<file path="src/rtl/ram_fifo_ctrl.sv">
// ram_fifo_ctrl
// FIFO controller wrapped around an external dual-port RAM with an
// asynchronous read port. The RAM holds the bulk storage; this block owns
// the write/read pointers, RAM occupancy, flow control and a registered
// output stage that is prefetched from the RAM's combinational read data.
//
// Ports:
//   clk          single clock, all state on the rising edge
//   rst          synchronous, active-high reset
//   wr_valid     write request from the producer
//   wr_ready     a write can be accepted this cycle
//   wr_data      write data word
//   rd_valid     rd_data holds a valid word
//   rd_ready     consumer takes rd_data this cycle
//   rd_data      registered output word
//   count        words held in RAM plus the output register (0..DEPTH+1)
//   almost_full  count >= AF_LEVEL
//   ram_we       RAM write enable (active-high)
//   ram_addr_wr  RAM write address
//   ram_data_wr  RAM write data
//   ram_addr_rd  RAM read address
//   ram_data_rd  RAM asynchronous read data for ram_addr_rd
module ram_fifo_ctrl #(
  parameter int WIDTH     = 8,
  parameter int DEPTH     = 16,
  parameter int DEPTH_LOG = $clog2(DEPTH),
  parameter int CNT_W     = $clog2(DEPTH + 2),
  parameter int AF_LEVEL  = DEPTH - 2
) (
  input  logic                 clk,
  input  logic                 rst,
  input  logic                 wr_valid,
  output logic                 wr_ready,
  input  logic [WIDTH-1:0]     wr_data,
  output logic                 rd_valid,
  input  logic                 rd_ready,
  output logic [WIDTH-1:0]     rd_data,
  output logic [CNT_W-1:0]     count,
  output logic                 almost_full,
  output logic                 ram_we,
  output logic [DEPTH_LOG-1:0] ram_addr_wr,
  output logic [WIDTH-1:0]     ram_data_wr,
  output logic [DEPTH_LOG-1:0] ram_addr_rd,
  input  logic [WIDTH-1:0]     ram_data_rd
);

  localparam logic [DEPTH_LOG-1:0] LAST_ADDR = DEPTH_LOG'(DEPTH - 1);
  localparam logic [CNT_W-1:0]     FULL_CNT  = CNT_W'(DEPTH);
  localparam logic [CNT_W-1:0]     AF_CNT    = CNT_W'(AF_LEVEL);

  logic [DEPTH_LOG-1:0] wrPtr_q, wrPtr_d;
  logic [DEPTH_LOG-1:0] rdPtr_q, rdPtr_d;
  logic [CNT_W-1:0]     ramCnt_q, ramCnt_d;
  logic                 rdValid_q, rdValid_d;
  logic [WIDTH-1:0]     rdData_q, rdData_d;
  logic                 accept;
  logic                 load;

  // DEPTH need not be a power of two, so the wrap is an explicit compare
  // rather than relying on natural pointer overflow.
  function automatic logic [DEPTH_LOG-1:0] nextPtr(input logic [DEPTH_LOG-1:0] p);
    return (p == LAST_ADDR) ? '0 : p + DEPTH_LOG'(1);
  endfunction

  // Handshake decode. A load refills the output register whenever it is
  // empty or being consumed; a full RAM blocks writes even if a load frees
  // a slot in the same cycle (no pass-through).
  always_comb begin
    wr_ready = !rst && (ramCnt_q != FULL_CNT);
    accept   = wr_valid && wr_ready;
    load     = (ramCnt_q != '0) && (!rdValid_q || rd_ready);
  end

  // Next-state for pointers, occupancy and the output stage.
  always_comb begin
    wrPtr_d   = wrPtr_q;
    rdPtr_d   = rdPtr_q;
    ramCnt_d  = ramCnt_q;
    rdValid_d = rdValid_q;
    rdData_d  = rdData_q;

    if (accept) begin
      wrPtr_d = nextPtr(wrPtr_q);
    end

    if (load) begin
      rdData_d  = ram_data_rd;
      rdValid_d = 1'b1;
      rdPtr_d   = nextPtr(rdPtr_q);
    end else if (rdValid_q && rd_ready) begin
      // Consumer took the last word and the RAM is empty; rd_data keeps
      // its stale value.
      rdValid_d = 1'b0;
    end

    case ({accept, load})
      2'b10:   ramCnt_d = ramCnt_q + CNT_W'(1);
      2'b01:   ramCnt_d = ramCnt_q - CNT_W'(1);
      default: ramCnt_d = ramCnt_q;
    endcase
  end

  always_ff @(posedge clk) begin
    if (rst) begin
      wrPtr_q   <= '0;
      rdPtr_q   <= '0;
      ramCnt_q  <= '0;
      rdValid_q <= 1'b0;
      rdData_q  <= '0;
    end else begin
      wrPtr_q   <= wrPtr_d;
      rdPtr_q   <= rdPtr_d;
      ramCnt_q  <= ramCnt_d;
      rdValid_q <= rdValid_d;
      rdData_q  <= rdData_d;
    end
  end

  assign ram_we      = accept;
  assign ram_addr_wr = wrPtr_q;
  assign ram_data_wr = wr_data;
  assign ram_addr_rd = rdPtr_q;
  assign rd_valid    = rdValid_q;
  assign rd_data     = rdData_q;
  assign count       = ramCnt_q + CNT_W'(rdValid_q);
  assign almost_full = (count >= AF_CNT);

endmodule

</file>
<file path="config.mk">
export PLATFORM = sky130hd
export DESIGN_NAME = ram_fifo_ctrl
export DESIGN_NICKNAME = d
export VERILOG_FILES = /design/src/rtl/ram_fifo_ctrl.sv
export SDC_FILE = /design/constraint.sdc
export NUM_CORES = 1
export LEC_CHECK = 0
export BUFFER_PORTS_ARGS = -buffer_cell sky130_fd_sc_hd__clkbuf_2
export CORE_MARGIN = 10
export CORE_UTILIZATION = 40
export DETAILED_ROUTE_END_ITERATION = 7
export HOLD_SLACK_MARGIN = 0.06
export MAX_ROUTING_LAYER = met4
export PLACE_DENSITY_LB_ADDON = 0.25
export RECOVER_POWER = 25
export SYNTH_ARGS = -nofsm -noshare
export SYNTH_HDL_FRONTEND = slang
export SYNTH_SLANG_ARGS = --single-unit
</file>
<file path="constraint.sdc">
create_clock -name clk -period 4 [get_ports clk]
set_input_delay 0.8 -clock clk [delete_from_list [all_inputs] [get_ports clk]]
set_output_delay 0.8 -clock clk [all_outputs]
set_load 0.05 [all_outputs]
</file>
* Word-level counts from Yosys, hierarchy flattened
Cells that the tools add are included.
** Word-level totals
- Flip-flop bits (word level) :: 22
- Latch bits :: 0
- RAM bits :: 0
- ROM bits :: 0
- Input port bits :: 20
- Output and inout port bits :: 33
- Logic and storage cells :: 31
- Memories :: 0
** Cells by class
- $add $sub $neg :: 5
- Multipliers :: 0
- Divide/modulo/power cells :: 0
- Order comparisons :: 1
- Equality and inequality tests :: 5
- Shifts and indexed selects :: 0
- Muxes and demuxes :: 5
- Bitwise logic cells :: 0
- Reduce and logical (&&, ||, !) cells :: 10
** Operators by type and width (number)
- $pmux 5 s2 :: 1
- $add 4x1->4 const B :: 2
- $eq 4x4->1 const B :: 2
- $mux 4 :: 2
- $add 5x1->5 :: 1
- $add 5x1->5 const B :: 1
- $ge 5x4->1 const B :: 1
- $ne 5x5->1 const B :: 1
- $reduce_bool 5->1 :: 1
- $sub 5x1->5 const B :: 1
- $logic_and 1x1->1 :: 4
- $reduce_bool 2->1 :: 2
- $eq 2x1->1 const B :: 1
- $eq 2x2->1 const B :: 1
- $logic_not 1->1 :: 2
- $mux 1 :: 2
- $logic_or 1x1->1 :: 1

* Depth between registers and ports, before layout
Gate-level depths: netlist of run 1.
- Depth in word-level cells :: 5
- Gate-level depth with buffers :: 10
- Mapped depth without buffers :: 9

* Least setup slack after synthesis of run 1
No wires, ideal clock.
- Path type :: reg2out
- From :: reg rdValid_q, in the netlist rd_valid
- To :: out almost_full
- Data arrival time :: 2.436 ns
- Required time :: 3.200 ns
- Setup slack :: 0.764 ns
- Stages on the path, launching flop included :: 6
- Path buffers :: 0
- Cells stage by stage :: dfxtp_1 -> ha_1 -> ha_1 -> nand3_1 -> xnor2_1 -> a31o_2
** Between the ends
- Word-level cells in the longest chain between the ends :: 2
** RTL lines
- start, declared :: line 54 : logic rdValid_q, rdValid_d;
- start signal, assigned :: line 114 : rdValid_q <= rdValid_d;
- $add 5x1->5 :: line 125 : assign count = ramCnt_q + CNT_W'(rdValid_q);
- net count[4] :: line 38 : output logic [CNT_W-1:0] count,
- $ge 5x4->1 :: line 126 : assign almost_full = (count >= AF_CNT);
- end, declared :: line 39 : output logic almost_full,
The timed path passes the listed nets, and every way through them passes these cells.

* Final worst setup path of run 1
- From :: reg ramCnt_q[0]
- To :: reg ramCnt_q[4]
** Between the ends
- Elaborated cells between the ends (all ways) :: 11
- Those cells by class :: 2 x add/sub; 3 x eq/ne; 1 x mux; 5 x reduce/logical
** RTL lines
- start, declared :: line 53 : logic [CNT_W-1:0] ramCnt_q, ramCnt_d;
- start signal, assigned :: line 113 : ramCnt_q <= ramCnt_d;
- $reduce_bool 5->1 * :: line 71 : load = (ramCnt_q != '0) && (!rdValid_q || rd_ready);
- $logic_and 1x1->1 * :: line 71
- net load :: line 57 : logic load;
- $eq 2x1->1 or $eq 2x2->1 (tied branches) :: line 96 : case ({accept, load})
- $pmux 5 s2 or $reduce_bool 2->1 (tied branches)
The timed path passes the listed nets; every way through them passes the cells marked *.
A chain may end at the register's enable or synchronous reset.

==> summary.md, run 1 <==
| Metric | Value |
|---|---|
| Status | complete, no violations |
| Synthesized-area fraction occupied by adder cells | 10.1% |
| Routed Antenna Nets | 0 |
| CP cell instances | or4_1, o21ai_4, inv_1, ha_1, fa_1, nand3_1, a21oi_1, or4_1, a21oi_1 |
| Critical path endpoint category | flop |
| Number of synthesized flops with an enable pin | 0 |
| First-pass GRT wire length | 4680 um |
| Total CTS buffers | 3 |
| Core ar. | 0.00281 mm2 |
| # fillers | 288 |
| Input/output buffers | 36 |
| TritonCTS clock tree | yes |
| CP bufs+invs | 1 |
| Skew final | 0.00421 ns |
| Async S/R FF share, synth | 0% |
| Post-Syn Area | 0.00119 mm2 |
| CTS Hold Bufs | 0 |
| Layout cells sized above 1 | 27.9% |
| Clock share of power | 13.7% |
| Mux contribution to synthesized area | 10.1% |
| Longest Clk Path Bufs | 2 |
| Max-cap violation count | 0 |
| Clock input transition at the sequential cells of the worst setup and hold paths | 0.12 ns |
| HPWL Detailed | 2200 um |
| Syn Nets | 156 |
| Primary FF master, synth | dfxtp_1 |
| Req. time, crit path | 4.25 ns |
| Nets@finish | 184 |
| Max Fclk | 310 MHz |
| Reg-to-reg startpoint | ramCnt_q[0] |
| WL final | 2780 um |
| Vias | 988 |
| Post-Synth XOR/XNOR Area | 5.13% |
| Vias in the first global route | 1,038 |
| Worst slew margin | 56.5% |
| Leak pwr | 0.678 nW |
| Mean post-synth cell area | 9.41 um2 |
| R2R setup slack | 0.77 ns |
| DR WL/cell | 15.0 um |
| Worst r2r path cells | 9 |
| Critical path's largest stage delay | 0.65 ns |
| Gr ovfl total | 0 |
| Slowest cell on the critical path | or4_1 |
| Post-Place Setup Slack | 0.892 ns |
| Final WS setup | 0.774 ns |
| Max-slew violation count | 0 |
| Die ar. | 0.00557 mm2 |
| DRT Pass-1 Iters | 4 |
| GP Congestion | 0.847 |
| Switch share | 50.5% |
| Sequential Power Share | 28.0% |
| Io pins | 53 |
| Die Wd | 74.7 um |
| Largest net degree at the start of global routing | 25 |
| Initial Util | 42.6% |
| Max VDD drop | 0.000399 V |
| Arrival @ worst endpoint | 3.47 ns |
| P_sw | 0.000621 W |
| Worst Hold Class | flop to flop |
| Fraction of the mapped netlist area in simple logic gates | 13.7% |
| Tightest Pin Transition | 0.647 ns |
| Syn-to-layout area delta | 14.6% |
| Iter 0 DRT Violations | 60 |
| Clock sink count | 22 |
| Critical Path Start Type | flop |
| Hold path depth | 2 |
| Synth Area in Compound Gates | 14.0% |
| Critical path type | flop to flop |
| Reg2reg end | ramCnt_q[4] |
| Pwr Density | 898 mW/mm2 |
| Count of final setup violators | 0 |
| Initial antenna violation count | 0 |
| # diodes | 0 |
| H-tree Lvls | 1 |
| Synth Instances | 127 |
| Final count of hold timing violations | 0 |
| Vias/cell | 5.34 |
| RSZ-0062 raised after global routing | false |
| Worst skew pair latency | 0.31 ns |
| Setup Fix Bufs, Post-CTS | 0 |
| Worst-path maximum fanout | 14 |
| Rows | 19 |
| Logic pwr share | 58.3% |
| Fin Setup TNS | 0 ns |
| Final period utilization | 80.7% |
| Cell family with most CP delay | simple AND/OR/NAND/NOR gates |
| Root Driver | clkbuf_4 |
| Netlist cell types | 32 |
| Register area share after synthesis | 36.9% |
| DRC violations left | 0 |
| CTS resizes | 0 |
| Syn. warnings | 0 |
| Die H | 74.7 um |
| Hold path startpoint | rd_data[3] |
| Cell internal pwr | 0.000609 W |
| Largest family of logic cells by synthesized area | compound AO/OA/AOI/OAI gates |
| Hold Path End | rd_data[3] |
| Total track usage | 10.7% |
| Number of synthesized register bits | 22 |
| Fin crit period | 3.23 ns |
## worst reg2reg max path, stage by stage, from the launching register on
cell	delay, ns
dfxtp_1	0.40
or4_1	0.65
o21ai_4	0.45
inv_1	0.12
ha_1	0.29
fa_1	0.43
nand3_1	0.13
a21oi_1	0.09
or4_1	0.47
a21oi_1	0.14
## per-layer routing
layer	track usage (%)	up-vias	part of all wire (%)
met5	-	-	0
met4	3.78	0	0.50
met3	4.60	2	7.4
met2	17.9	32	48
met1	11.2	457	44
li1	-	497	-
## power groups by stage
stage	clock (W)	combinational, W	sequential, W
2_1_floorplan	0	0.000498	0.000486
3_3_place_gp	0	0.000713	0.000347
3_5_place_dp	0	0.000727	0.000351
4_1_cts	0.000173	0.000730	0.000345
5_1_grt	0.000187	0.000783	0.000356
6_report	0.000169	0.000717	0.000344
## stage by stage
stage	power, W	hold slack [ns]	utilization (%)	instance area (um2)	instances
after floorplan	0.000984	0.578	-	1190	127
after global placement	0.00106	0.475	47.1	1320	181
after detailed placement	0.00108	0.488	47.1	1320	181
after CTS	0.00125	0.518	49.0	1380	185
after global routing	0.00133	0.541	48.8	1370	185
final	0.00123	0.509	48.8	1370	185
## cells in the final DEF, fill, tap and decap left out, types with 2 or more instances in the layout
| master | synthesis | layout |
|---|---|---|
| nor2_1 | 19 | 19 |
| a21oi_1 | 9 | 9 |
| o211ai_1 | 2 | 2 |
| a31oi_1 | 2 | 2 |
| nor4_1 | 2 | 2 |
| and3_1 | 2 | 2 |
| or4_1 | 1 | 2 |
| dfxtp_1 | 22 | 22 |
| xor2_1 | 3 | 3 |
| o31ai_1 | 2 | 2 |
| clkbuf_1 | 5 | 2 |
| inv_1 | 6 | 6 |
| xnor2_1 | 4 | 4 |
| ha_1 | 8 | 8 |
| nand3_1 | 4 | 4 |
| clkbuf_2 | 0 | 34 |
| clkbuf_4 | 0 | 3 |
| nand2_1 | 2 | 2 |
| mux2i_1 | 12 | 12 |
## sequential cells by signal, indices dropped and copies added (netlist names)
register,count
ramCnt_q,5
ram_addr_rd,4
ram_addr_wr,4
rd_data,8
rd_valid,1
## cells in the mapped netlist (2+ instances only)
cell type	number	area [um2]
buf_4	8	60.1
a21oi_1	9	45.0
nor2_1	19	71.3
mux2i_1	12	120
a31oi_1	2	12.5
and3_1	2	12.5
inv_1	6	22.5
clkbuf_1	5	18.8
dfxtp_1	22	440
xnor2_1	4	35.0
o211ai_1	2	15.0
nand3_1	4	20.0
ha_1	8	100
nand2_1	2	7.51
o31ai_1	2	15.0
xor2_1	3	26.3
nor4_1	2	12.5
## cell families (layout without fill, tap and decap cells)
kind of cell               count (synthesis)  count (layout)
AOI/OAI and AO/OA                         23              23
xor gates and xnor gates                   7               7
adders and majority gates                  9               9
buffers and inverters                     20              47
DFF                                       22              22
muxes                                     12              12
and+or+nand+nor                           34              34
## cell type report
type	count	area [um2]	area share, %
Timing Repair Buffer	37	185	13.5
Sequential cell	22	440	32.2
Clock inverter	1	30.0	2.19
Tap cell	31	38.8	2.83
Inverter	6	22.5	1.65
Clock buffer	3	22.5	1.65
Multi-Input combinational cell	85	629	46.0
## how the worst max path moves through the flow
stage / slack (ns) / startpoint / cells past startpoint / endpoint
after floorplan: 0.76 / rd_valid / 5 / almost_full
after global placement: 0.98 / ramCnt_q[0] / 9 / ramCnt_q[4]
after detailed placement: 0.89 / ramCnt_q[0] / 9 / ramCnt_q[4]
after CTS: 0.86 / ramCnt_q[0] / 9 / ramCnt_q[4]
after global routing: 0.55 / ramCnt_q[0] / 9 / ramCnt_q[4]
final: 0.77 / ramCnt_q[0] / 9 / ramCnt_q[4]
No activity file was read; power rests on OpenSTA's default activity.
==> inputs of run 2 (changes only) <==
==> constraint.sdc (replaced) <==
create_clock -name clk -period 3.02 [get_ports clk]
set_input_delay 0.604 -clock clk [delete_from_list [all_inputs] [get_ports clk]]
set_output_delay 0.604 -clock clk [all_outputs]
set_load 0.05 [all_outputs]
==> summary.md, run 2 (synthesis results as in run 1) <==
| Metric | Value |
|---|---|
| Status | complete, no violations (unchanged) |
| Critical Path Start Type | flop (unchanged) |
| Worst-path maximum fanout | 6 (was 14) |
| Commonest cells after routing, fill and taps aside | clkbuf_2 (33), dfxtp_1 (22), nor2_1 (19), mux2i_1 (12), a21oi_1 (9) (was clkbuf_2 (34), dfxtp_1 (22), nor2_1 (19), mux2i_1 (12), a21oi_1 (9)) |
| Syn-to-layout area delta | 17.3% (was 14.6%) |
| # fillers | 279 (was 288) |
| Total track usage | 9.83% (was 10.7%) |
| Die ar. | 0.00557 mm2 (unchanged) |
| Number of flip-flops in the largest register | 8 (unchanged) |
| Non-Filler Instances | 188 (was 185) |
| Vias in the first global route | 1,017 (was 1,038) |
| Max VDD drop | 0.000452 V (was 0.000399 V) |
| HPWL Detailed | 2110 um (was 2200 um) |
| Util after Layout | 50.0% (was 48.8%) |
| Worst Hold Class | flop to flop (unchanged) |
| Arrival @ worst endpoint | 3.02 ns (was 3.47 ns) |
| Req. time, crit path | 3.27 ns (was 4.25 ns) |
| Rows | 19 (unchanged) |
| Pwr Density | 1190 mW/mm2 (was 898 mW/mm2) |
| Routed Antenna Nets | 0 (unchanged) |
| Nets@finish | 187 (was 184) |
| Skew final | 0.00632 ns (was 0.00421 ns) |
| TritonCTS clock tree | yes (unchanged) |
| Layout cells sized above 1 | 29.9% (was 27.9%) |
| Max-cap violation count | 0 (unchanged) |
| # diodes | 0 (unchanged) |
| Gr ovfl total | 0 (unchanged) |
| Final period utilization | 91.7% (was 80.7%) |
| DRT Pass-1 Iters | 3 (was 4) |
| Leak pwr | 0.698 nW (was 0.678 nW) |
| RSZ-0062 raised after global routing | false (unchanged) |
| Critical path endpoint category | flop (unchanged) |
| CTS Hold Bufs | 0 (unchanged) |
| Die H | 74.7 um (unchanged) |
| Initial Util | 42.6% (unchanged) |
| H-tree Lvls | 1 (unchanged) |
| Initial antenna violation count | 0 (unchanged) |
| Input/output buffers | 36 (unchanged) |
| Vias | 988 (unchanged) |
| Total CTS buffers | 3 (unchanged) |
| GP Congestion | 0.781 (was 0.847) |
| Worst slew margin | 59.9% (was 56.5%) |
| Longest Clk Path Bufs | 2 (unchanged) |
| Vias/cell | 5.26 (was 5.34) |
| Max Fclk | 361 MHz (was 310 MHz) |
| Core ar. | 0.00281 mm2 (unchanged) |
| Clock input transition at the sequential cells of the worst setup and hold paths | 0.13 ns (was 0.12 ns) |
| DR WL/cell | 14.3 um (was 15.0 um) |
| WL final | 2690 um (was 2780 um) |
| Placed Area | 0.00135 mm2 (was 0.00132 mm2) |
| Final count of hold timing violations | 0 (unchanged) |
| Worst skew pair latency | 0.31 ns (about the same) |
| Max-slew violation count | 0 (unchanged) |
| CTS resizes | 0 (unchanged) |
| Area taken by multi-input logic gates | 641 um2 (was 629 um2) |
| Fin crit period | 2.77 ns (was 3.23 ns) |
| Design Area, Final | 0.00140 mm2 (was 0.00137 mm2) |
| Placed insts | 184 (was 181) |
| Setup Fix Bufs, Post-CTS | 0 (unchanged) |
| Root Driver | clkbuf_4 (unchanged) |
| Die Wd | 74.7 um (unchanged) |
| Tightest Pin Transition | 0.603 ns (was 0.647 ns) |
| Clock sink count | 22 (unchanged) |
| Largest net degree at the start of global routing | 25 (unchanged) |
| First-pass GRT wire length | 4340 um (was 4680 um) |
| Iter 0 DRT Violations | 27 (was 60) |
| Register area | 440 um2 (unchanged) |
| Count of final setup violators | 0 (unchanged) |
| Critical path type | flop to flop (unchanged) |
| Io pins | 53 (unchanged) |
| Commonest non-fill, non-tap cell in the layout | clkbuf_2 (unchanged) |
| Fin Setup TNS | 0 ns (unchanged) |
| DRC violations left | 0 (unchanged) |
==> run 2: cell types whose count changed in the layout (fill, tap and decap cells not counted) <==
cell,change
or4_4,+1
buf_4,+3
xnor2_1,-1
xnor2_2,+1
clkbuf_2,-1
clkbuf_1,+1
or4_1,-1
==> run 2: metrics by stage <==
step	total power (W)	setup WS, ns	hold WS [ns]
floorplan	0.00131	0.0869	0.578
global placement	0.00143	0.382	0.473
detailed placement	0.00145	0.301	0.489
CTS	0.00168	0.262	0.508
global route	0.00178	0.0806	0.508
finish	0.00166	0.250	0.512
==> run 2: path summary, 6_finish.rpt <==
check / startpoint / endpoint / slack [ns] / depth (start not counted)
worst max register to register: ramCnt_q[0] / ramCnt_q[4] / 0.25 / 9
worst min-delay path: rd_data[6] / rd_data[6] / 0.51 / 2
worst max-delay path: ramCnt_q[0] / ramCnt_q[4] / 0.25 / 9
worst min register to register: rd_data[6] / rd_data[6] / 0.51 / 2
==> run 2: final cells by class <==
cell class,instances,area share (%)
timing repair buffer,40,14.7
tap,31,2.77
multi-input combinational,85,45.7
clock buffer,3,1.61
sequential,22,31.4
inverter,6,1.61
clock inverter,1,2.14
==> run 2: layer usage <==
| layer | track usage, % | wire, um | share of wire, % |
|---|---|---|---|
| met1 | 11.1 | 1200 | 45 |
| met2 | 15.9 | 1280 | 48 |
| met3 | 2.89 | 180 | 6.7 |
| met4 | 4.20 | 29 | 1.1 |
| met5 | - | 0 | 0 |
==> run 2: critical path: stages, from the launching register on <==
cell and delay (ns):
dfxtp_1 0.40, or4_4 0.59, o21ai_4 0.14, inv_1 0.06, ha_1 0.25, ha_1 0.35, a21oi_1 0.19, a21oi_1 0.11
or4_1 0.47, a21oi_1 0.14
==> run 2: report_power, final <==
part           leakage, nW  internal [W]  total, W  switching, W
sequential           0.181      0.000370  0.000459     0.0000891
clock               0.0279      0.000134  0.000227     0.0000927
combinational        0.489      0.000331  0.000976      0.000645
==> inputs of run 3 (changes only) <==
--- a/config.mk
+++ b/config.mk
@@ -12,7 +12,7 @@
 export HOLD_SLACK_MARGIN = 0.06
 export MAX_ROUTING_LAYER = met4
 export PLACE_DENSITY_LB_ADDON = 0.25
-export RECOVER_POWER = 25
+export REMOVE_ABC_BUFFERS = 1
 export SYNTH_ARGS = -nofsm -noshare
 export SYNTH_HDL_FRONTEND = slang
 export SYNTH_SLANG_ARGS = --single-unit
==> summary.md, run 3 (synthesis results as in run 1) <==
| Metric | Value |
|---|---|
| R2R setup slack | 0.26 ns (was 0.25 ns) |
| Fin crit period | 2.76 ns (was 2.77 ns) |
| Max VDD drop | 0.000403 V (was 0.000452 V) |
| Skew final | 0.00721 ns (was 0.00632 ns) |
| Root Driver | clkbuf_4 (unchanged) |
| CTS resizes | 0 (unchanged) |
| Total CTS buffers | 3 (unchanged) |
| Critical path's largest stage delay | 0.60 ns (was 0.59 ns) |
| Routed Antenna Nets | 0 (unchanged) |
| Longest Clk Path Bufs | 2 (unchanged) |
| Initial Util | 42.6% (unchanged) |
| Pwr Density | 1190 mW/mm2 (about the same) |
| Critical path endpoint category | flop (unchanged) |
| Layout cells sized above 1 | 31.8% (was 29.9%) |
| Final WS setup | 0.256 ns (was 0.250 ns) |
| Clock input transition at the sequential cells of the worst setup and hold paths | 0.13 ns (about the same) |
| Nets@finish | 187 (unchanged) |
| Timing endpoint of the critical path | ramCnt_q[4] (unchanged) |
| GP Congestion | 0.795 (was 0.781) |
| Arrival @ worst endpoint | 3.01 ns (was 3.02 ns) |
| Post-Place Setup Slack | 0.229 ns (was 0.301 ns) |
| Worst Hold Class | flop to flop (unchanged) |
| Design Area, Final | 0.00140 mm2 (unchanged) |
| Vias/cell | 5.35 (was 5.26) |
| Placed Area | 0.00135 mm2 (about the same) |
| Io pins | 53 (unchanged) |
| Setup Fix Bufs, Post-CTS | 0 (unchanged) |
| Reg2reg end | ramCnt_q[4] (unchanged) |
| Max Fclk | 362 MHz (was 361 MHz) |
| Worst slew margin | 79.4% (was 59.9%) |
| Iter 0 DRT Violations | 26 (was 27) |
| Die Wd | 74.7 um (unchanged) |
| Final period utilization | 91.5% (was 91.7%) |
| Req. time, crit path | 3.27 ns (about the same) |
| Worst r2r path cells | 9 (unchanged) |
| Status | complete, no violations (unchanged) |
| # fillers | 274 (was 279) |
| Power Total | 0.00167 W (was 0.00166 W) |
| Launch point of the worst path | ramCnt_q[0] (unchanged) |
| H-tree Lvls | 1 (unchanged) |
| DRT Pass-1 Iters | 4 (was 3) |
| TritonCTS clock tree | yes (unchanged) |
| # diodes | 0 (unchanged) |
| DR WL/cell | 14.4 um (was 14.3 um) |
| Die H | 74.7 um (unchanged) |
| Vias | 1,005 (was 988) |
| Gr ovfl total | 0 (unchanged) |
| WL final | 2710 um (was 2690 um) |
| Slowest cell on the critical path | or4_4 (unchanged) |
| Vias in the first global route | 1,090 (was 1,017) |
| First-pass GRT wire length | 4580 um (was 4340 um) |
| Rows | 19 (unchanged) |
| Core ar. | 0.00281 mm2 (unchanged) |
| RSZ-0062 raised after global routing | false (unchanged) |
| Max-cap violation count | 0 (unchanged) |
| Final count of hold timing violations | 0 (unchanged) |
| Syn-to-layout area delta | 17.3% (unchanged) |
| Critical Path Start Type | flop (unchanged) |
| Max-slew violation count | 0 (unchanged) |
| Number of flip-flops in the largest register | 8 (unchanged) |
| Largest net degree at the start of global routing | 25 (unchanged) |
| HPWL Detailed | 2150 um (was 2110 um) |
| Commonest cells after routing, fill and taps aside | clkbuf_2 (36), dfxtp_1 (22), nor2_1 (19), mux2i_1 (12), a21oi_1 (9) (was clkbuf_2 (33), dfxtp_1 (22), nor2_1 (19), mux2i_1 (12), a21oi_1 (9)) |
| Reg-to-reg startpoint | ramCnt_q[0] (unchanged) |
| Commonest non-fill, non-tap cell in the layout | clkbuf_2 (unchanged) |
| Worst-path maximum fanout | 6 (unchanged) |
| DRC violations left | 0 (unchanged) |
| Count of final setup violators | 0 (unchanged) |
| Critical path type | flop to flop (unchanged) |
| Clock sink count | 22 (unchanged) |
| Total track usage | 10.5% (was 9.83%) |
| CP cell instances | or4_4, o21ai_4, inv_1, ha_1, fa_1, nand3_1, a21oi_1, or4_1, a21oi_1 (was or4_4, o21ai_4, inv_1, ha_1, ha_1, a21oi_1, a21oi_1, or4_1, a21oi_1) |
| Die ar. | 0.00557 mm2 (unchanged) |
| Input/output buffers | 36 (unchanged) |
| Worst skew pair latency | 0.31 ns (about the same) |
| CTS Hold Bufs | 0 (unchanged) |
| Leak pwr | 0.700 nW (was 0.698 nW) |
| Most frequent CP cell | a21oi_1 (unchanged) |
| Tightest Pin Transition | 0.305 ns (was 0.603 ns) |
| Initial antenna violation count | 0 (unchanged) |
run 3: stage by stage:
step           util, %  hold slack [ns]  TNS, ns  instances
3_5_place_dp      47.9            0.491        0        184
2_1_floorplan        -            0.558  -0.0195        113
6_report          50.0            0.515        0        188
5_1_grt           50.0            0.521        0        188
4_1_cts           49.8            0.515        0        188
3_3_place_gp      47.9            0.476        0        184
run 3: cell type report:
cell class                 count  area (um2)  share of cell area (%)
clock buffer                   3        22.5                    1.61
clock inverter                 1        30.0                    2.14
inverter                       6        22.5                    1.61
multi-input combinational     85         637                    45.4
sequential                    22         440                    31.4
tap                           31        38.8                    2.77
timing repair buffer          40         210                    15.0
run 3: routing by layer:
metal,vias up,global-route usage (%),wire [um]
met5,-,-,0
met4,0,2.52,9
met3,2,4.07,198
met2,35,17.9,1290
met1,464,11.2,1210
li1,504,-,-
run 3: worst min-delay path by stage:
stage | from | to | slack (ns) | depth (start not counted)
after floorplan | ramCnt_q[4] | ramCnt_q[4] | 0.56 | 2
after global placement | rd_data[6] | rd_data[6] | 0.48 | 2
after detailed placement | rd_data[2] | rd_data[2] | 0.49 | 2
after CTS | ram_data_rd[6] | rd_data[6] | 0.52 | 3
after global routing | ram_data_rd[2] | rd_data[2] | 0.52 | 3
final | rd_data[2] | rd_data[2] | 0.51 | 2
run 3: critical path: cells and delay by family, from the launching register on:
kind	cells	cell delay, ns
simple gates	3	1.19
compound gates	3	0.38
buf+inv	1	0.05
fa+ha+maj	2	0.68
flops	1	0.41
run 3: power by group:
group / internal [W] / leakage [nW] / switching [W]
Clock: 0.000134 / 0.0279 / 0.0000917
Combinational: 0.000335 / 0.491 / 0.000654
Sequential: 0.000370 / 0.181 / 0.0000831
Total: 0.000838 / 0.700 / 0.000828
